===== config.mk =====
export PLATFORM = sky130hd
export DESIGN_NAME = nibble_serial_mac_flat
export DESIGN_NICKNAME = d
export VERILOG_FILES = /design/src/rtl/nibble_serial_mac_if.sv /design/src/rtl/nibble_serial_mac.sv /design/src/flat_wrapper.sv
export SDC_FILE = /design/constraint.sdc
export NUM_CORES = 1
export LEC_CHECK = 0
export ABC_AREA = 1
export BUFFER_PORTS_ARGS = -buffer_cell sky130_fd_sc_hd__buf_2
export CAP_MARGIN = 0
export CORE_UTILIZATION = 33
export DETAILED_ROUTE_END_ITERATION = 12
export GPL_TIMING_DRIVEN = 0
export PLACE_DENSITY = 0.53
export SLEW_MARGIN = 20
export SYNTH_ARGS = -nofsm -noshare
export SYNTH_HDL_FRONTEND = slang
export SYNTH_SLANG_ARGS = --single-unit

===== constraint.sdc =====
create_clock -name clk -period 9.3 [get_ports clk]
set_input_delay 1.86 -clock clk [delete_from_list [all_inputs] [get_ports clk]]
set_output_delay 1.86 -clock clk [all_outputs]
set_load 0.01 [all_outputs]

===== src/rtl/nibble_serial_mac_if.sv =====
// Streaming bus for nibble_serial_mac: nibble input side, busy flag and result beat output side.
// The master modport is the operand producer / result consumer; the slave modport is the MAC.
interface nibble_serial_mac_if #(
    parameter int NIBBLE_W = 4,
    parameter int OUT_W    = 8
);
    logic                in_valid;
    logic [NIBBLE_W-1:0] in_data;
    logic                signed_mode;
    logic                accumulate;
    logic                busy;
    logic                out_valid;
    logic [OUT_W-1:0]    out_data;

    modport master (
        output in_valid, in_data, signed_mode, accumulate,
        input  busy, out_valid, out_data
    );

    modport slave (
        input  in_valid, in_data, signed_mode, accumulate,
        output busy, out_valid, out_data
    );
endinterface


===== src/rtl/nibble_serial_mac.sv =====
// Nibble-serial multiplier / MAC: loads A then B MS nibble first, multiplies, streams the result out.
// Define NIBBLE_SERIAL_MAC_ACC_EN to build the running accumulator; otherwise the result is the bare product.
module nibble_serial_mac #(
    parameter int OPERAND_W = 16,
    parameter int NIBBLE_W  = 4,
    parameter int OUT_W     = 8
) (
    input  logic              clk,
    input  logic              reset,
    nibble_serial_mac_if.slave bus
);
    localparam int IN_BEATS  = 2 * OPERAND_W / NIBBLE_W;
    localparam int OUT_BEATS = 2 * OPERAND_W / OUT_W;
    localparam int RES_W     = 2 * OPERAND_W;
    localparam int BEAT_CW   = (IN_BEATS > 1) ? $clog2(IN_BEATS) : 1;
    localparam int OUT_CW    = (OUT_BEATS > 1) ? $clog2(OUT_BEATS) : 1;

    typedef enum logic [1:0] {
        LOAD,
        CALC,
        DRAIN
    } state_t;

    state_t               state_q;
    logic [RES_W-1:0]     shift_q;
    logic [RES_W-1:0]     outShift_q;
    logic [BEAT_CW-1:0]   beatCnt_q;
    logic [OUT_CW-1:0]    outCnt_q;
    logic                 signed_q;
    logic                 busy_q;
    logic                 outValid_q;

    logic [OPERAND_W-1:0] opA;
    logic [OPERAND_W-1:0] opB;
    logic [RES_W-1:0]     aExt;
    logic [RES_W-1:0]     bExt;
    logic [RES_W-1:0]     product;
    logic [RES_W-1:0]     result_d;
    logic                 firstBeat;

    assign firstBeat = (state_q == LOAD) && bus.in_valid && (beatCnt_q == '0);

    // Extending both operands to RES_W makes one truncated multiply correct for signed and unsigned.
    always_comb begin
        opA     = shift_q[RES_W-1 -: OPERAND_W];
        opB     = shift_q[OPERAND_W-1:0];
        aExt    = signed_q ? {{OPERAND_W{opA[OPERAND_W-1]}}, opA} : {{OPERAND_W{1'b0}}, opA};
        bExt    = signed_q ? {{OPERAND_W{opB[OPERAND_W-1]}}, opB} : {{OPERAND_W{1'b0}}, opB};
        product = aExt * bExt;
    end

`ifdef NIBBLE_SERIAL_MAC_ACC_EN
    logic [RES_W-1:0] acc_q;
    logic             accum_q;

    assign result_d = accum_q ? (acc_q + product) : product;

    always_ff @(posedge clk) begin
        if (reset) begin
            acc_q   <= '0;
            accum_q <= 1'b0;
        end else begin
            if (firstBeat)
                accum_q <= bus.accumulate;
            if (state_q == CALC)
                acc_q <= result_d;
        end
    end
`else
    logic unusedAccumulate;
    assign unusedAccumulate = bus.accumulate;
    assign result_d         = product;
`endif

    always_ff @(posedge clk) begin
        if (reset) begin
            state_q    <= LOAD;
            shift_q    <= '0;
            outShift_q <= '0;
            beatCnt_q  <= '0;
            outCnt_q   <= '0;
            signed_q   <= 1'b0;
            busy_q     <= 1'b0;
            outValid_q <= 1'b0;
        end else begin
            case (state_q)
                LOAD: begin
                    if (bus.in_valid) begin
                        shift_q <= {shift_q[RES_W-NIBBLE_W-1:0], bus.in_data};
                        if (beatCnt_q == '0)
                            signed_q <= bus.signed_mode;
                        if (beatCnt_q == BEAT_CW'(IN_BEATS - 1)) begin
                            beatCnt_q <= '0;
                            busy_q    <= 1'b1;
                            state_q   <= CALC;
                        end else begin
                            beatCnt_q <= beatCnt_q + 1'b1;
                        end
                    end
                end
                CALC: begin
                    outShift_q <= result_d;
                    outCnt_q   <= '0;
                    outValid_q <= 1'b1;
                    state_q    <= DRAIN;
                end
                DRAIN: begin
                    outShift_q <= outShift_q << OUT_W;
                    if (outCnt_q == OUT_CW'(OUT_BEATS - 1)) begin
                        outCnt_q   <= '0;
                        outValid_q <= 1'b0;
                        busy_q     <= 1'b0;
                        state_q    <= LOAD;
                    end else begin
                        outCnt_q <= outCnt_q + 1'b1;
                    end
                end
                default: begin
                    state_q    <= LOAD;
                    busy_q     <= 1'b0;
                    outValid_q <= 1'b0;
                end
            endcase
        end
    end

    assign bus.busy      = busy_q;
    assign bus.out_valid = outValid_q;
    assign bus.out_data  = outValid_q ? outShift_q[RES_W-1 -: OUT_W] : '0;
endmodule

===== src/flat_wrapper.sv =====
// flat-port wrapper written by rule: the top's interface ports become plain ports
module nibble_serial_mac_flat 
#(
    parameter int OPERAND_W = 16,
    parameter int NIBBLE_W  = 4,
    parameter int OUT_W     = 8
)
  (clk, reset, bus_in_valid, bus_in_data, bus_signed_mode, bus_accumulate, bus_busy, bus_out_valid, bus_out_data);
  nibble_serial_mac_if #(.NIBBLE_W(NIBBLE_W), .OUT_W(OUT_W)) bus_i ();
  input  logic clk;
  input  logic reset;
  input wire logic [$bits(bus_i.in_valid)-1:0] bus_in_valid;
  input wire logic [$bits(bus_i.in_data)-1:0] bus_in_data;
  input wire logic [$bits(bus_i.signed_mode)-1:0] bus_signed_mode;
  input wire logic [$bits(bus_i.accumulate)-1:0] bus_accumulate;
  output wire logic [$bits(bus_i.busy)-1:0] bus_busy;
  output wire logic [$bits(bus_i.out_valid)-1:0] bus_out_valid;
  output wire logic [$bits(bus_i.out_data)-1:0] bus_out_data;
  assign bus_i.in_valid = bus_in_valid;
  assign bus_i.in_data = bus_in_data;
  assign bus_i.signed_mode = bus_signed_mode;
  assign bus_i.accumulate = bus_accumulate;
  assign bus_busy = bus_i.busy;
  assign bus_out_valid = bus_i.out_valid;
  assign bus_out_data = bus_i.out_data;
  nibble_serial_mac #(.OPERAND_W(OPERAND_W), .NIBBLE_W(NIBBLE_W), .OUT_W(OUT_W)) u_core (.clk(clk), .reset(reset), .bus(bus_i));
endmodule

==> qor.txt, run 1 <==
YS warnings -> 0
Placed cells -> 2831
Clk root buf -> clkbuf_16
Initial core utilization -> 33.71%
CTS tree -> built
Post-placement cell area -> 17520 sq um
Fill count -> 5344
First-pass GRT wire length -> 79460 um
Critical path's largest stage delay -> 0.71 ns
Core area -> 49250 sq um
Pwr Density -> 118.5 nW/um^2
Die Y -> 226.3 um
Clk network pwr share -> 16.5%
Setup crit start kind -> register
Synth Area in Adders -> 50.44%
Initial antenna violation count -> 0
Detailed-route DRC error count -> 0
Nets -> 2656
Compound-cell area share of the yosys netlist -> 6.932%
IO buf count -> 17
Final WL -> 49240 um
CTS buffer count -> 9
RSZ-0062 raised after global routing -> false
Clk slew on worst S/H paths -> 0.07 ns
Critical path type -> register to register
Layout cells sized above 1 -> 3.848%
Post-CTS sizing -> 0
Drt wl/cell -> 17.29 um
Synth Cell Area -> 16600 sq um
Cell taking the most area after synthesis -> fa_1
Mux cell area share after synthesis -> 0%
DR iter-0 viols -> 975
Internal power -> 0.001006 W
Top-count cell post-synth -> inv_1
Layout area overhead -> 7.234%
Min cycle time layout -> 8.386 ns
Hold Path End -> u_core.bus.busy
Overall Power -> 0.002110 W
Simple logic cell fraction of the synthesized area -> 16.65%
Remaining antenna violation count after routing -> 0
R2R depth -> 29
Arr. time, crit path -> 8.68 ns
Area share of the largest cell type after synthesis -> 40.27%
Clk_lat worst skew -> 0.36 ns
# Post-CTS Setup Buffers -> 0
Critical Path RT -> 9.59 ns
Register area -> 1481 sq um
Unique masters post-synth -> 44
Flop pwr share -> 17.9%
Gpl congestion -> 0.8971
Peak VDD IR -> 0.00009295 V
Final cell count without fillers -> 2847
Detailed Place HPWL -> 41530 um
Crit Path Max Fanout -> 10
Worst Setup End Kind -> register
Final period util -> 90.17%
Clock tree buffer depth -> 2
Switching Fraction -> 52.34%
Ys async rst share -> 0%
CTS Sinks -> 74
XOR/XNOR Fraction of Synth Area -> 0.7912%
Slew headroom -> 35.86%
Pre-Repair DR Iteration Count -> 5
Switching pwr -> 0.001105 W
H-tree depth -> 3
Total GRT Usage -> 20.71%
I/O pin cnt -> 19
Vias in the first global route -> 14320
Final hold vios -> 0
Top post-synthesis cells by area -> fa_1 40%, inv_1 14%, nand2_1 10%
Fmax -> 119.3 MHz
Largest net degree at the start of global routing -> 16
Synth Flop Type -> dfxtp_1
Synthesized netlist cell count -> 2150
Mapped Nets -> 2628
# rows -> 81
Largest family of logic cells by synthesized area -> adder cells
Worst R2R End -> u_core.outShift_q[31]
R2R Setup Slk -> 0.91 ns
Worst min path class -> register to register
# diodes -> 0
Worst Tran Pin Value -> 0.9621 ns
Max_cap viols -> 0
Most common cell on crit path -> fa_1
Min-delay src -> u_core.bus.busy
Seq cells post-synth -> 74
Most common library cells after synthesis -> 611 x inv_1, 451 x nand2_1, 334 x fa_1
Die Wd -> 226.3 um
Via/cell ratio -> 4.702
Hold Path Depth -> 2
Footprint of the multi-input gates -> 12420 sq um
RR Startpoint -> u_core.shift_q[16]
Finished Cell Area -> 17810 sq um
Leak -> 10.30 nW
Max-slew violations -> 0
Slowest CP cell -> clkbuf_1
Number of flops mapped to enable cells by yosys -> 0
Gr ovfl total -> 0
Worst clock skew -> 0.007583 ns
Status -> finished, final reports clean
# setup viols final -> 0
Die area -> 51220 sq um
Mean post-synth cell area -> 7.723 sq um
# hold bufs at CTS -> 0
Via Count -> 13390
Combinational share of power -> 65.5%
Post-synthesis sequential area ratio -> 8.922%
Final setup TNS -> 0 ns
[layout make-up]
type                            count  share of cell area, %
Sequential cell                    74                  8.320
Inverter                          621                  13.09
Clock buffer                        9                  1.265
Multi-Input combinational cell   1364                  69.76
Tap cell                          664                  4.666
Buffer                             91                  2.080
Clock inverter                      7                 0.3373
Timing Repair Buffer               17                 0.4778
[worst max-delay path, delay by kind of cell (launching register included)]
family,cells,cell delay (ns)
simple gates,7,2.18
xor+xnor,1,0.19
compound gates,6,0.94
flops,1,0.31
fa+ha+maj,9,3.59
buf+inv,6,1.12
[power by group through the flow]
stage / clock (W) / combinational [W] / sequential, W
6_report: 0.000349 / 0.00138 / 0.000378
5_1_grt: 0.000368 / 0.00157 / 0.000382
4_1_cts: 0.000354 / 0.00139 / 0.000377
3_5_place_dp: 0 / 0.00138 / 0.000385
3_3_place_gp: 0 / 0.00137 / 0.000383
2_1_floorplan: 0 / 0.000948 / 0.000379
[worst max-delay path by stage]
stage	startpoint	endpoint	slack (ns)	cells after the start
finish	u_core.shift_q[16]	u_core.outShift_q[31]	0.91	29
global route	u_core.shift_q[16]	u_core.outShift_q[31]	0.61	29
CTS	u_core.signed_q	u_core.outShift_q[31]	1.06	25
detailed placement	u_core.signed_q	u_core.outShift_q[31]	1.10	25
global placement	u_core.signed_q	u_core.outShift_q[31]	1.09	25
floorplan	u_core.signed_q	u_core.outShift_q[31]	2.54	27
[metal layers]
metal | global-route usage [%] | up-vias | part of all wire [%]
met5 | 0 | - | 0
met3 | 2.488 | 82 | 6.2
met2 | 35.24 | 418 | 48
met4 | 7.280 | 0 | 3.3
met1 | 27.03 | 6579 | 42
li1 | - | 6309 | -
[state kept, by name (all words and copies together) (netlist names)]
| name | flops |
|---|---|
| u_core.beatCnt_q | 3 |
| u_core.bus.busy | 1 |
| u_core.bus.out_valid | 1 |
| u_core.outCnt_q | 2 |
| u_core.outShift_q | 32 |
| u_core.shift_q | 32 |
| u_core.signed_q | 1 |
| u_core.state_q | 2 |
[cells by family (layout without fill, tap and decap cells)]
| logic type | count (synthesis) | after routing |
|---|---|---|
| buffers and inverters | 712 | 745 |
| and+or+nand+nor | 668 | 668 |
| adders and majority gates | 469 | 469 |
| AOI/OAI and AO/OA | 212 | 212 |
| DFF | 74 | 74 |
| xor gates and xnor gates | 15 | 15 |
[cells in the final DEF, fill, tap and decap left out, types with 3 or more instances in the layout]
master      instances
a31oi_1            16
nand2_1           451
nor2_4              3
o21bai_1            5
nand2_2            11
fa_1              334
ha_1              135
nand3_2             5
nor2_1             98
dfxtp_1            74
nor2_2              4
buf_1              19
clkinv_1            3
nand3_1            67
or2_2               5
clkinvlp_4          3
inv_2               7
buf_2              26
nand4_1            11
nand2_4             3
inv_1             611
a21o_1              4
a211oi_1            3
a21oi_1            97
xnor2_1             6
o211ai_1            3
clkbuf_16           9
o21ai_0            73
nor3_1              6
xor2_1              9
clkbuf_1           61
[per-stage QoR]
step	util [%]	hold slack [ns]	worst slack, ns
finish	36.15	0.4751	0.9145
global route	36.15	0.4972	0.6147
CTS	36.15	0.4777	1.064
detailed placement	35.57	0.4619	1.102
global placement	35.57	0.4523	1.093
floorplan	-	0.4459	2.537
Note: power is estimated with default switching activity, not from simulation.
==> run 2, diff against run 1 <==
Settings changed: BUFFER_PORTS_ARGS -buffer_cell sky130_fd_sc_hd__buf_2 to default, DONT_BUFFER_PORTS from default to 1.
==> qor.txt, run 2 (synthesized netlist as in run 1, its figures left out) <==
Status -> finished, final reports clean
Peak VDD IR -> 0.00008292 V (-11%)
Overall Power -> 0.002135 W (+1.2%)
Flop pwr share -> 17.8% (about the same)
Worst Path Buf+Inv -> 6 (unchanged)
Layout cells sized above 1 -> 3.093% (-0.75 points)
DR iter-0 viols -> 927 (-4.9%)
Fill count -> 5292 (-0.97%)
CTS buffer count -> 9 (unchanged)
Gr ovfl total -> 0 (unchanged)
Internal power -> 0.001029 W (+2.4%)
Worst Setup End Kind -> register
Critical path's largest stage delay -> 0.69 ns (-0.02 ns)
CP top delay family -> adder cells
Slew headroom -> 31.15% (-4.7 points)
Worst clock skew -> 0.01063 ns (+0.003046 ns)
# rows -> 81 (unchanged)
Final cell count without fillers -> 2830 (-0.60%)
Initial antenna violation count -> 0 (unchanged)
Combinational share of power -> 64.3% (-1.2 points)
# diodes -> 0 (unchanged)
Die Y -> 226.3 um (unchanged)
Detailed-route DRC error count -> 0 (unchanged)
Setup ws final -> 0.9860 ns (+0.07152 ns)
Max_cap viols -> 0 (unchanged)
Crit Path Max Fanout -> 10 (unchanged)
Worst Tran Pin Value -> 1.033 ns (+0.07062 ns)
Nets -> 2639 (-0.64%)
Final setup TNS -> 0 ns (unchanged)
Critical Path RT -> 9.59 ns (about the same)
Largest net degree at the start of global routing -> 16 (unchanged)
Critical path type -> register to register
Total GRT Usage -> 20.86% (+0.15 points)
Most common cell after layout, fill and taps aside -> inv_1
Switching Fraction -> 51.78% (-0.56 points)
Clk slew on worst S/H paths -> 0.07 ns (about the same)
Post-CTS sizing -> 0 (unchanged)
Clock tree buffer depth -> 2 (unchanged)
H-tree depth -> 3 (unchanged)
Clk_lat worst skew -> 0.36 ns (about the same)
Min cycle time layout -> 8.314 ns (-0.07152 ns)
Worst min path class -> register to register
Clk root buf -> clkbuf_16
Final period util -> 89.40% (-0.77 points)
Switching pwr -> 0.001105 W (about the same)
Clk network pwr share -> 17.9% (+1.4 points)
Detailed Place HPWL -> 41390 um (-0.35%)
Fmax -> 120.3 MHz (+0.86%)
CTS tree -> built
First-pass GRT wire length -> 79920 um (+0.58%)
# setup viols final -> 0 (unchanged)
Most common cell on crit path -> fa_1
Vias in the first global route -> 14370 (+0.37%)
Max-slew violations -> 0 (unchanged)
Initial core utilization -> 33.71% (unchanged)
CTS Sinks -> 74 (unchanged)
I/O pin cnt -> 19 (unchanged)
IO buf count -> 0 (-17)
Remaining antenna violation count after routing -> 0 (unchanged)
Final hold vios -> 0 (unchanged)
Via/cell ratio -> 4.717 (+0.30%)
Gpl congestion -> 0.8966 (about the same)
Final WL -> 49250 um (about the same)
Pre-Repair DR Iteration Count -> 6 (+1)
Die area -> 51220 sq um (unchanged)
Placed cells -> 2814 (-0.60%)
Fin util -> 36.02% (-0.13 points)
Most frequent cells in the layout -> 611 x inv_1, 451 x nand2_1, 334 x fa_1
RSZ-0062 raised after global routing -> false
Setup crit start kind -> register
Via Count -> 13350 (-0.30%)
# Post-CTS Setup Buffers -> 0 (unchanged)
# hold bufs at CTS -> 0 (unchanged)
Leak -> 10.23 nW (-0.67%)
Die Wd -> 226.3 um (unchanged)
Slowest CP cell -> fa_1
Layout area overhead -> 6.857%
Drt wl/cell -> 17.40 um (+0.62%)
Post-place setup slack -> 0.9564 ns (-0.1453 ns)
Arr. time, crit path -> 8.60 ns (-0.08 ns)
Largest regs -> u_core.outShift_q (32), u_core.shift_q (32), u_core.beatCnt_q (3)
Pwr Density -> 120.3 nW/um^2 (+1.5%)
Core area -> 49250 sq um (unchanged)
==> run 2: changes by cell type in the layout (fill, tap and decap cells not counted) <==
| cell | before | now |
|---|---|---|
| buf_2 | 26 | 9 |
| bufinv_16 | 0 | 1 |
| clkinv_4 | 1 | 0 |
| clkinvlp_4 | 3 | 2 |
| inv_6 | 2 | 3 |
==> run 2: worst register-to-register path, delay by kind of cell, from the launching register on <==
kind            cells  cell delay, ns
compound gates      5            0.77
buf+inv             6            1.08
flops               1            0.63
simple gates        5            1.03
fa+ha+maj           9            4.73
==> run 2: cell type report <==
type	instances	area, sq um	area share [%]
Multi-Input combinational cell	1364	12420	70.01
Inverter	621	2331	13.14
Sequential cell	74	1481	8.349
Tap cell	664	830.8	4.682
Buffer	91	370.4	2.087
Clock buffer	9	225.2	1.269
Clock inverter	7	82.58	0.4654
==> run 2: final timing paths <==
kind	start	endpoint	slack (ns)	depth (start not counted)
min reg2reg	u_core.outShift_q[1]	u_core.outShift_q[1]	0.47	2
max	u_core.signed_q	u_core.outShift_q[31]	0.99	25
min	u_core.outShift_q[1]	u_core.outShift_q[1]	0.47	2
max reg2reg	u_core.signed_q	u_core.outShift_q[31]	0.99	25
==> run 2: power groups by stage <==
stage	registers (W)	clock network, W	logic, W
after floorplan	0.000379	0	0.000948
after global placement	0.000386	0	0.00136
after detailed placement	0.000387	0	0.00137
after CTS	0.000380	0.000387	0.00138
after global routing	0.000385	0.000399	0.00157
final	0.000380	0.000382	0.00137
==> run 2: stage by stage <==
stage | cell area [sq um] | hold WS [ns]
after CTS | 17740 | 0.4728
after global placement | 17440 | 0.4612
after detailed placement | 17440 | 0.4619
after floorplan | 16600 | 0.4459
after global routing | 17740 | 0.4884
final | 17740 | 0.4735
==> run 2: routing by layer <==
metal | part of all wire (%) | up-vias | global-route usage [%]
met5 | 0 | - | 0
met4 | 3.7 | 0 | 7.759
met3 | 5.7 | 79 | 2.566
met2 | 48 | 384 | 35.66
met1 | 42 | 6614 | 26.90
li1 | - | 6271 | -
==> run 3, diff against run 2 <==
Settings changed: REMOVE_ABC_BUFFERS from default to 1.
==> qor.txt, run 3 (synthesized netlist as in run 1, its figures left out) <==
# setup viols final -> 0 (unchanged)
Most common cell on crit path -> fa_1
Layout cells sized above 1 -> 2.889% (-0.20 points)
Pre-Repair DR Iteration Count -> 5 (-1)
Worst R2R End -> u_core.outShift_q[31]
Final setup TNS -> 0 ns (unchanged)
Initial core utilization -> 33.71% (unchanged)
Worst min path class -> register to register
CTS buffer count -> 9 (unchanged)
Layout area overhead -> 4.837%
Post-CTS sizing -> 0 (unchanged)
Core area -> 49250 sq um (unchanged)
Most frequent cells in the layout -> 610 x inv_1, 450 x nand2_1, 334 x fa_1
Crit Path Max Fanout -> 19 (+9)
Leak -> 10.10 nW (-1.3%)
Clk root buf -> clkbuf_16
Clock tree buffer depth -> 2 (unchanged)
Critical path type -> register to register
IO buf count -> 0 (unchanged)
Pwr Density -> 117.8 nW/um^2 (-2.1%)
Max_cap viols -> 0 (unchanged)
Overall Power -> 0.002050 W (-4.0%)
Total GRT Usage -> 18.54% (-2.3 points)
Gr ovfl total -> 0 (unchanged)
Hold Path End -> u_core.outShift_q[0]
Hold Path Depth -> 2 (unchanged)
Slew headroom -> 25.32% (-5.8 points)
DR iter-0 viols -> 687 (-26%)
RR Startpoint -> u_core.shift_q[31]
Peak VDD IR -> 0.00008697 V (+4.9%)
CTS Sinks -> 74 (unchanged)
Worst Setup End Kind -> register
Final WL -> 43130 um (-12%)
Die Y -> 226.3 um (unchanged)
Min-delay src -> u_core.outShift_q[0]
Slowest CP cell -> dfxtp_1
Status -> finished, final reports clean
Clk slew on worst S/H paths -> 0.07 ns (about the same)
H-tree depth -> 3 (unchanged)
Max-slew violations -> 0 (unchanged)
# rows -> 81 (unchanged)
Post-place setup slack -> 0.7375 ns (-0.2190 ns)
Critical Path RT -> 9.60 ns (about the same)
Final hold vios -> 0 (unchanged)
Clk_lat worst skew -> 0.36 ns (about the same)
Arr. time, crit path -> 8.87 ns (+0.27 ns)
Drt wl/cell -> 15.73 um (-9.6%)
First-pass GRT wire length -> 73420 um (-8.1%)
# hold bufs at CTS -> 0 (unchanged)
Largest regs -> u_core.outShift_q (32), u_core.shift_q (32), u_core.beatCnt_q (3)
R2R Setup Slk -> 0.73 ns (-0.26 ns)
I/O pin cnt -> 19 (unchanged)
# Post-CTS Setup Buffers -> 0 (unchanged)
Min cycle time layout -> 8.569 ns (+0.2552 ns)
Remaining antenna violation count after routing -> 0 (unchanged)
Most common cell after layout, fill and taps aside -> inv_1
Detailed Place HPWL -> 35590 um (-14%)
# diodes -> 0 (unchanged)
CTS tree -> built
Gpl congestion -> 0.8641 (-3.6%)
Die Wd -> 226.3 um (unchanged)
Detailed-route DRC error count -> 0 (unchanged)
Via Count -> 12710 (-4.8%)
Die area -> 51220 sq um (unchanged)
Critical path's largest stage delay -> 0.91 ns (+0.22 ns)
Worst Setup SP -> u_core.shift_q[31]
Fmax -> 116.7 MHz (-3.0%)
Largest net degree at the start of global routing -> 41 (+25)
Worst Tran Pin Value -> 1.119 ns (+0.08599 ns)
R2R depth -> 25 (unchanged)
Worst clock skew -> 0.01135 ns (+0.0007186 ns)
Initial antenna violation count -> 0 (unchanged)
Setup ws final -> 0.7307 ns (-0.2552 ns)
Nets -> 2550 (-3.4%)
Via/cell ratio -> 4.637 (-1.7%)
Vias in the first global route -> 13920 (-3.1%)
Final period util -> 92.14% (+2.7 points)
Setup crit start kind -> register
RSZ-0062 raised after global routing -> false
[run 3: changes by cell type in the layout (fill, tap and decap cells not counted), sizes merged]
cell / delta
inv: -3
clkinvlp: -2
clkbuf: -62
buf: -27
clkinv: +5
[run 3: where the power goes]
group | switching (W) | total, W | internal, W
sequential | 0.000168 | 0.000525 | 0.000358
combinational | 0.000715 | 0.00116 | 0.000440
clock | 0.000159 | 0.000369 | 0.000211
total | 0.00104 | 0.00205 | 0.00101
[run 3: worst max-delay path: cells and delay by family (launching register included)]
family                     cells  cell delay [ns]
adders and majority gates      9             4.75
buffers and inverters          6             1.18
and+or+nand+nor                5             1.00
DFF                            1             0.91
AOI/OAI and AO/OA              5             0.65
[run 3: through the flow]
stage / instance area (sq um) / utilization (%) / std cells / hold WS, ns
after floorplan: 16230 / - / 2059 / 0.4399
after global placement: 17070 / 34.65 / 2723 / 0.4503
after detailed placement: 17110 / 34.73 / 2725 / 0.4550
after CTS: 17410 / 35.34 / 2741 / 0.4694
after global routing: 17410 / 35.34 / 2741 / 0.4932
final: 17410 / 35.34 / 2741 / 0.4691
[run 3: area by class of cell]
cell class	count	area, sq um
Inverter	621	2331
Multi-Input combinational cell	1364	12430
Tap cell	664	830.8
Timing Repair Buffer	2	35.03
Clock buffer	9	225.2
Clock inverter	7	77.57
Sequential cell	74	1481
Fill cell	5228	31850
[run 3: worst max-delay path by stage]
stage | cells after the start | slack [ns] | endpoint
6_report | 25 | 0.73 | u_core.outShift_q[31]
5_1_grt | 25 | 0.34 | u_core.outShift_q[31]
2_1_floorplan | 26 | 2.50 | u_core.outShift_q[31]
3_5_place_dp | 25 | 0.74 | u_core.outShift_q[31]
3_3_place_gp | 25 | 0.70 | u_core.outShift_q[31]
4_1_cts | 25 | 0.73 | u_core.outShift_q[31]
[run 3: metal layers]
metal / part of all wire (%) / global-route usage [%] / vias up
li1: - / - / 6098
met1: 44 / 23.55 / 6339
met2: 50 / 32.93 / 206
met3: 2.6 / 1.257 / 67
met4: 3.4 / 6.822 / 0
met5: 0 / 0 / -
